`src/rtl/mer_meter_if.sv`:
```
// Bus bundle for the MER meter: symbol-rate inputs from the receive chain
// and the measurement results going back out.
interface mer_meter_if #(
  parameter int DATA_W = 18
);
  logic                     sym_clk_en;
  logic                     en;
  logic                     mode_4pam;
  logic signed [DATA_W-1:0] dec_var;
  logic signed [DATA_W-1:0] ref_lvl;
  logic signed [DATA_W-1:0] err_avg;
  logic        [DATA_W-1:0] err_sq_avg;
  logic        [1:0]        slice;
  logic                     result_valid;
  logic                     busy;

  modport master (
    output sym_clk_en, en, mode_4pam, dec_var,
    input  ref_lvl, err_avg, err_sq_avg, slice, result_valid, busy
  );

  modport slave (
    input  sym_clk_en, en, mode_4pam, dec_var,
    output ref_lvl, err_avg, err_sq_avg, slice, result_valid, busy
  );
endinterface

```
`src/rtl/mer_meter.sv`:
```
// MER measurement engine for a 2-PAM / 4-PAM receiver.
// One training window estimates the reference level (mean |dec_var|); every
// following window slices against that level, forms the error and reports
// mean error and mean squared error with a one-cycle valid pulse.
module mer_meter #(
  parameter int DATA_W = 18,
  parameter int LOG2_N = 22
) (
  input logic       sys_clk,
  input logic       reset,
  mer_meter_if.slave bus
);

  localparam int ACC_W = DATA_W + LOG2_N;
  localparam int EXT_W = DATA_W + 2;

  localparam logic [1:0] S_IDLE    = 2'd0;
  localparam logic [1:0] S_TRAIN   = 2'd1;
  localparam logic [1:0] S_MEASURE = 2'd2;

  localparam logic signed [DATA_W-1:0] SMAX   = {1'b0, {(DATA_W-1){1'b1}}};
  localparam logic signed [DATA_W-1:0] SMIN   = {1'b1, {(DATA_W-1){1'b0}}};
  localparam logic signed [EXT_W-1:0]  SMAX_X = {3'b000, {(DATA_W-1){1'b1}}};
  localparam logic signed [EXT_W-1:0]  SMIN_X = {3'b111, {(DATA_W-1){1'b0}}};

  logic [1:0]               state_reg;
  logic [LOG2_N-1:0]        cnt_reg;
  logic                     mode_reg;
  logic                     flush_reg;
  logic                     flush_meas_reg;
  logic signed [DATA_W-1:0] err_reg;
  logic [ACC_W-1:0]         mag_acc_reg;
  logic signed [ACC_W-1:0]  err_acc_reg;
  logic [ACC_W-1:0]         err_sq_acc_reg;
  logic signed [DATA_W-1:0] ref_lvl_reg;
  logic signed [DATA_W-1:0] err_avg_reg;
  logic [DATA_W-1:0]        err_sq_avg_reg;
  logic [1:0]               slice_reg;
  logic                     result_valid_reg;

  logic                     active;
  logic                     sym;
  logic                     win_end;
  logic                     mode_cur;
  logic [DATA_W-1:0]        mag;
  logic signed [EXT_W-1:0]  dv_x;
  logic signed [EXT_W-1:0]  ref_x;
  logic signed [EXT_W-1:0]  half_x;
  logic signed [EXT_W-1:0]  trip_x;
  logic signed [EXT_W-1:0]  lvl_x;
  logic signed [EXT_W-1:0]  diff_x;
  logic [1:0]               slice_next;
  logic signed [DATA_W-1:0] err_next;
  logic signed [2*DATA_W-1:0] sq_prod;
  logic [DATA_W-1:0]        sq_val;
  logic signed [ACC_W-1:0]  err_tot;
  logic [ACC_W-1:0]         sq_tot;

  assign active   = (state_reg != S_IDLE);
  assign sym      = bus.sym_clk_en && bus.en && active;
  assign win_end  = sym && (cnt_reg == '1);
  // The first symbol of a window must already slice with the mode being latched.
  assign mode_cur = (cnt_reg == '0) ? bus.mode_4pam : mode_reg;

  assign dv_x   = {{2{bus.dec_var[DATA_W-1]}}, bus.dec_var};
  assign ref_x  = {{2{ref_lvl_reg[DATA_W-1]}}, ref_lvl_reg};
  assign half_x = ref_x >>> 1;
  assign trip_x = ref_x + half_x;
  assign diff_x = dv_x - lvl_x;

  // Magnitude of the decision variable; the most negative code saturates.
  always_comb begin
    mag = bus.dec_var;
    if (bus.dec_var == SMIN)
      mag = SMAX;
    else if (bus.dec_var[DATA_W-1])
      mag = -bus.dec_var;
  end

  // Slicer and mapper against the reference level held from the previous window.
  always_comb begin
    slice_next = 2'b10;
    lvl_x      = ref_x;
    if (mode_cur) begin
      if (dv_x >= ref_x) begin
        slice_next = 2'b11;
        lvl_x      = trip_x;
      end else if (dv_x >= 0) begin
        slice_next = 2'b10;
        lvl_x      = half_x;
      end else if (dv_x >= -ref_x) begin
        slice_next = 2'b01;
        lvl_x      = -half_x;
      end else begin
        slice_next = 2'b00;
        lvl_x      = -trip_x;
      end
    end else if (dv_x >= 0) begin
      slice_next = 2'b10;
      lvl_x      = ref_x;
    end else begin
      slice_next = 2'b01;
      lvl_x      = -ref_x;
    end
  end

  // Saturate the slicing error back to DATA_W bits.
  always_comb begin
    err_next = diff_x[DATA_W-1:0];
    if (diff_x > SMAX_X)
      err_next = SMAX;
    else if (diff_x < SMIN_X)
      err_next = SMIN;
  end

  // Squared error scaled back to the 1sDATA_W-1 grid; never negative.
  assign sq_prod = err_reg * err_reg;
  assign sq_val  = sq_prod[2*DATA_W-2:DATA_W-1];

  // Running totals including the lagged error register (used on accumulate and flush).
  assign err_tot = err_acc_reg + {{LOG2_N{err_reg[DATA_W-1]}}, err_reg};
  assign sq_tot  = err_sq_acc_reg + {{LOG2_N{1'b0}}, sq_val};

  // FSM, symbol counter and window-start mode latch.
  always_ff @(posedge sys_clk) begin
    if (reset || !bus.en) begin
      state_reg      <= S_IDLE;
      cnt_reg        <= '0;
      flush_reg      <= 1'b0;
      flush_meas_reg <= 1'b0;
      if (reset)
        mode_reg <= 1'b0;
    end else begin
      flush_reg      <= win_end;
      flush_meas_reg <= win_end && (state_reg == S_MEASURE);
      case (state_reg)
        S_IDLE:    state_reg <= S_TRAIN;
        S_TRAIN:   if (win_end) state_reg <= S_MEASURE;
        S_MEASURE: state_reg <= S_MEASURE;
        default:   state_reg <= S_IDLE;
      endcase
      if (sym) begin
        cnt_reg <= cnt_reg + 1'b1;
        if (cnt_reg == '0)
          mode_reg <= bus.mode_4pam;
      end
    end
  end

  // Accumulators; error is added one symbol late, the window's last error at flush.
  always_ff @(posedge sys_clk) begin
    if (reset || !bus.en) begin
      err_reg        <= '0;
      mag_acc_reg    <= '0;
      err_acc_reg    <= '0;
      err_sq_acc_reg <= '0;
    end else begin
      if (sym)
        err_reg <= err_next;
      if (flush_reg) begin
        mag_acc_reg    <= sym ? {{LOG2_N{1'b0}}, mag} : '0;
        err_acc_reg    <= '0;
        err_sq_acc_reg <= '0;
      end else if (sym) begin
        mag_acc_reg <= mag_acc_reg + {{LOG2_N{1'b0}}, mag};
        if (cnt_reg != '0) begin
          err_acc_reg    <= err_tot;
          err_sq_acc_reg <= sq_tot;
        end
      end
    end
  end

  // Result registers: slice per symbol, averages and pulse on the flush cycle.
  always_ff @(posedge sys_clk) begin
    if (reset) begin
      ref_lvl_reg      <= '0;
      err_avg_reg      <= '0;
      err_sq_avg_reg   <= '0;
      slice_reg        <= 2'b00;
      result_valid_reg <= 1'b0;
    end else begin
      result_valid_reg <= 1'b0;
      if (sym)
        slice_reg <= slice_next;
      if (bus.en && flush_reg) begin
        ref_lvl_reg <= mag_acc_reg[ACC_W-1:LOG2_N];
        if (flush_meas_reg) begin
          err_avg_reg      <= err_tot[ACC_W-1:LOG2_N];
          err_sq_avg_reg   <= sq_tot[ACC_W-1:LOG2_N];
          result_valid_reg <= 1'b1;
        end
      end
    end
  end

  assign bus.ref_lvl      = ref_lvl_reg;
  assign bus.err_avg      = err_avg_reg;
  assign bus.err_sq_avg   = err_sq_avg_reg;
  assign bus.slice        = slice_reg;
  assign bus.result_valid = result_valid_reg;
  assign bus.busy         = active;

endmodule

```
`src/flat_wrapper.sv`:
```
// flat-port wrapper written by rule: the top's interface ports become plain ports
module mer_meter_flat 
#(
  parameter int DATA_W = 18,
  parameter int LOG2_N = 22
)
  (sys_clk, reset, bus_sym_clk_en, bus_en, bus_mode_4pam, bus_dec_var, bus_ref_lvl, bus_err_avg, bus_err_sq_avg, bus_slice, bus_result_valid, bus_busy);
  mer_meter_if #(.DATA_W(DATA_W)) bus_i ();
  input logic sys_clk;
  input logic reset;
  input wire logic [$bits(bus_i.sym_clk_en)-1:0] bus_sym_clk_en;
  input wire logic [$bits(bus_i.en)-1:0] bus_en;
  input wire logic [$bits(bus_i.mode_4pam)-1:0] bus_mode_4pam;
  input wire logic [$bits(bus_i.dec_var)-1:0] bus_dec_var;
  output wire logic [$bits(bus_i.ref_lvl)-1:0] bus_ref_lvl;
  output wire logic [$bits(bus_i.err_avg)-1:0] bus_err_avg;
  output wire logic [$bits(bus_i.err_sq_avg)-1:0] bus_err_sq_avg;
  output wire logic [$bits(bus_i.slice)-1:0] bus_slice;
  output wire logic [$bits(bus_i.result_valid)-1:0] bus_result_valid;
  output wire logic [$bits(bus_i.busy)-1:0] bus_busy;
  assign bus_i.sym_clk_en = bus_sym_clk_en;
  assign bus_i.en = bus_en;
  assign bus_i.mode_4pam = bus_mode_4pam;
  assign bus_i.dec_var = bus_dec_var;
  assign bus_ref_lvl = bus_i.ref_lvl;
  assign bus_err_avg = bus_i.err_avg;
  assign bus_err_sq_avg = bus_i.err_sq_avg;
  assign bus_slice = bus_i.slice;
  assign bus_result_valid = bus_i.result_valid;
  assign bus_busy = bus_i.busy;
  mer_meter #(.DATA_W(DATA_W), .LOG2_N(LOG2_N)) u_core (.sys_clk(sys_clk), .reset(reset), .bus(bus_i));
endmodule
```
`config.mk`:
```
export PLATFORM = sky130hd
export DESIGN_NAME = mer_meter_flat
export DESIGN_NICKNAME = d
export VERILOG_FILES = /design/src/rtl/mer_meter_if.sv /design/src/rtl/mer_meter.sv /design/src/flat_wrapper.sv
export SDC_FILE = /design/constraint.sdc
export NUM_CORES = 2
export LEC_CHECK = 0
export CORE_MARGIN = 5
export CORE_UTILIZATION = 60
export CTS_CLUSTER_DIAMETER = 50
export DETAILED_ROUTE_END_ITERATION = 10
export PLACE_DENSITY = 0.83
export SYNTH_ARGS = -nofsm -noshare
export SYNTH_HDL_FRONTEND = slang
export SYNTH_SLANG_ARGS = --single-unit
```
`constraint.sdc`:
```
create_clock -name sys_clk -period 24.6 [get_ports sys_clk]
set_input_delay 4.92 -clock sys_clk [delete_from_list [all_inputs] [get_ports sys_clk]]
set_output_delay 4.92 -clock sys_clk [all_outputs]
set_load 0.01 [all_outputs]
```
==> metrics.md <==
| Metric | Value |
|---|---|
| Outcome | finished, final reports clean |
| Ys flop type | dfxtp_1 |
| Total wire length | 66800 um |
| Max Cap Viol | 0 |
| CP Max Fanout | 23 |
| CTS max path bufs | 3 |
| Cts repair resizes | 0 |
| CP startpoint | bus_dec_var[1] |
| Skew-Pair Late Insertion Delay | 0.58 ns |
| DRC | 0 |
| Kind of start point of the critical path | input port |
| Sum Neg Setup Slack | 0 ns |
| Worst slew margin | 0.1752 |
| Synth Area in XOR/XNOR | 0.07328 |
| Worst hold path type | reg -> reg |
| CTS buffer count | 28 |
| Pwr/cell area | 29.92 nW/um2 |
| Dpl hpwl | 50560 um |
| Required time of the critical path | 25.08 ns |
| Hold-fix buffers at CTS | 0 |
| Fin area | 29870 um2 |
| Synthesized instance count | 3404 |
| Reg-to-reg setup timing slack | 14.05 ns |
| Maximum vdd ir drop | 0.06960 mV |
| DRT iter0 DRCs | 1911 |
| Setup CP Type | in -> reg |
| Die Area | 50610 um2 |
| Via Count | 23470 |
| Unrepaired setup endpoints after global routing | false |
| Drt pass-1 iters | 6 |
| Worst-Margin Slew | 1.232 ns |
| Die height | 225.0 um |
| Cell area after synthesis | 27730 um2 |
| Mapped Avg Cell Area | 8.146 um2 |
| Worst r2r path cells | 31 |
| Footprint of the multi-input gates | 21020 um2 |
| FF-to-FF End | u_core.bus.err_sq_avg[0]$_SDFFE_PP0P_ |
| Nets | 3996 |
| Sequential area share after synthesis | 0.1606 |
| Die span in x | 225.0 um |
| Fmax | 89.03 MHz |
| Final Cycle Share | 0.4566 |
| Register area | 4456 um2 |
| Initial core utilization | 0.6084 |
| Maximum number of pins on one net before global-route repair | 73 |
| Remaining Overflow, GRT | 0 |
| CTS tree | built |
| Pwr Total | 893.7 uW |
| Fill count | 3697 |
| Setup violators final | 0 |
| Clock-pin slew on the worst setup and hold paths | 0.06 ns |
| Main combinational cell family by area after synthesis | adder cells |
| Root buf cell | clkbuf_16 |
| EDFF count, synth | 1 |
| Wire length per cell | 16.60 um |
| Setup Skew | 0.03798 ns |
| # port buffers | 80 |
| FP Rows | 78 |
| Sink Count | 222 |
| CP Data Arrival Time | 11.71 ns |
| Vias in the first global route | 23320 |
| R2R Path Start | u_core.err_reg[9]$_SDFFE_PP0P_ |
| FFs w/ async S/R, synth | 0 |
| Via density | 5.832 |
| Post-synth cell types | 87 |
| Commonest non-fill, non-tap cell in the layout | inv_1 |
| Share of cells above drive strength 1 | 0.03768 |
| Simple-gate area share of the yosys netlist | 0.1883 |
| Compound-Gate Fraction of Synth Area | 0.1539 |
| Floorplan core area | 45580 um2 |
| Most frequent cells in the layout | inv_1, nand2_1, fa_1 |
| First-pass GRT wire length | 113100 um |
| Worst setup EP type | flop |
| Initial antenna violation count | 1 |
| Critical Path End | u_core.err_reg[4]$_SDFFE_PP0P_ |
| Mux contribution to synthesized area | 0.003339 |
| Post-DRT Antenna Nets | 0 |
| Syn. warnings | 0 |
| Post-synthesis adder-cell area fraction | 0.3382 |
| H-tree depth | 1 |
| Num ports | 81 |
| Area grow syn2layout | 7.725% |
| GP Congestion | 0.9810 |
| Dpl cell area | 28920 um2 |
| Crit path time final | 11.23 ns |
| Final Hold Fails | 0 |
| Leak | 13.68 nW |
| Synthesis-stage register bit count | 222 |
| Mapped Nets | 3997 |
| Postcts setup bufs | 0 |
| Total GRT Usage | 0.2638 |
| Slew Viols, Final | 0 |
## power by group
part           switching (mW)  leakage [nW]  total [mW]  internal (mW)
clock network           0.170         0.457       0.413          0.243
registers             0.00204          1.79       0.363          0.361
logic                  0.0747          11.4       0.117         0.0428
## layout make-up
class                      instances  area share
multi-input combinational       2589      0.7036
inverter                         456     0.05730
sequential                       222      0.1492
clock inverter                    16    0.006367
tap                              600     0.02513
timing repair buffer             106     0.03301
clock buffer                      35     0.02534
antenna                            1  0.00008378
## worst max-delay path, cell delays in order
cell and delay, ns:
clkdlybuf4s50_1 0.67, ha_1 0.31, nor2b_1 0.14, o211ai_1 0.23, a211oi_1 0.12, o41ai_1 0.40
nand3_1 0.52, nor2_1 0.27, buf_4 0.30, nor2_1 0.08, a31oi_1 0.18, o22ai_1 0.11
nor2_1 0.12, a21oi_1 0.07, ha_1 0.35, o21ai_0 0.18, o21ai_0 0.11, a21oi_1 0.29
o21a_1 0.27, o211ai_1 0.14, and3_1 0.23, a311oi_1 0.34, a211oi_1 0.10, nor2_1 0.75
nand3_1 0.20, a221oi_1 0.31
## Yosys cell counts, types with 12 or more instances
master | count | area share
nor3_1 | 62 | 0.011
nor2_1 | 233 | 0.032
nand4_1 | 28 | 0.0063
or3_1 | 38 | 0.0086
a221oi_1 | 17 | 0.0054
xnor2_1 | 162 | 0.051
o21ai_0 | 108 | 0.019
nand2_1 | 442 | 0.060
clkbuf_1 | 120 | 0.016
nand2b_1 | 24 | 0.0054
nand3b_1 | 12 | 0.0032
a311oi_1 | 12 | 0.0038
a21oi_1 | 253 | 0.046
o21bai_1 | 17 | 0.0046
xor2_1 | 70 | 0.022
dfxtp_1 | 221 | 0.16
o22ai_1 | 12 | 0.0027
fa_1 | 299 | 0.22
nor2b_1 | 30 | 0.0068
ha_1 | 271 | 0.12
and2_1 | 63 | 0.014
a211oi_1 | 37 | 0.010
nand3_1 | 76 | 0.014
a21o_1 | 47 | 0.013
nor4_1 | 13 | 0.0029
and3_1 | 38 | 0.0086
o211ai_1 | 13 | 0.0035
inv_1 | 456 | 0.062
o21a_1 | 20 | 0.0054
a31oi_1 | 21 | 0.0047
## cells by family after synthesis
family | Yosys count
simple gates | 1111
fa+ha+maj | 570
buf+inv | 593
xor+xnor | 232
compound gates | 667
flops | 222
mux | 9
## worst min path at each step
stage	cells after the start	endpoint	start	slack (ns)
2_1_floorplan	2	u_core.err_acc_reg[10]$_SDFFE_PP0P_	u_core.err_acc_reg[10]$_SDFFE_PP0P_	0.44
6_report	2	u_core.err_acc_reg[17]$_SDFFE_PP0P_	u_core.err_acc_reg[17]$_SDFFE_PP0P_	0.46
5_1_grt	2	u_core.err_acc_reg[2]$_SDFFE_PP0P_	u_core.err_acc_reg[2]$_SDFFE_PP0P_	0.47
3_5_place_dp	2	u_core.bus.err_avg[13]$_SDFFE_PP0P_	u_core.bus.err_avg[13]$_SDFFE_PP0P_	0.45
4_1_cts	2	u_core.err_acc_reg[2]$_SDFFE_PP0P_	u_core.err_acc_reg[2]$_SDFFE_PP0P_	0.46
3_3_place_gp	2	u_core.bus.err_avg[1]$_SDFFE_PP0P_	u_core.bus.err_avg[1]$_SDFFE_PP0P_	0.44
## metal layers
metal  routed length [um]  track usage  vias up
met5                    0            0        -
met4                 2304      0.08466        0
met3                 4241      0.03791      156
met2                32030       0.4475      772
met1                28230       0.3503    11200
li1                     -            -    11340
## through the flow
step | cells | util | worst slack, ns | hold slack, ns
3_5_place_dp | 3973 | 0.6345 | 12.94 | 0.4498
4_1_cts | 4024 | 0.6553 | 13.57 | 0.4583
3_3_place_gp | 3973 | 0.6345 | 13.14 | 0.4417
6_report | 4025 | 0.6554 | 13.37 | 0.4553
2_1_floorplan | 3404 | - | 14.64 | 0.4362
5_1_grt | 4025 | 0.6554 | 12.80 | 0.4700
(Power assumes the default switching activity.)
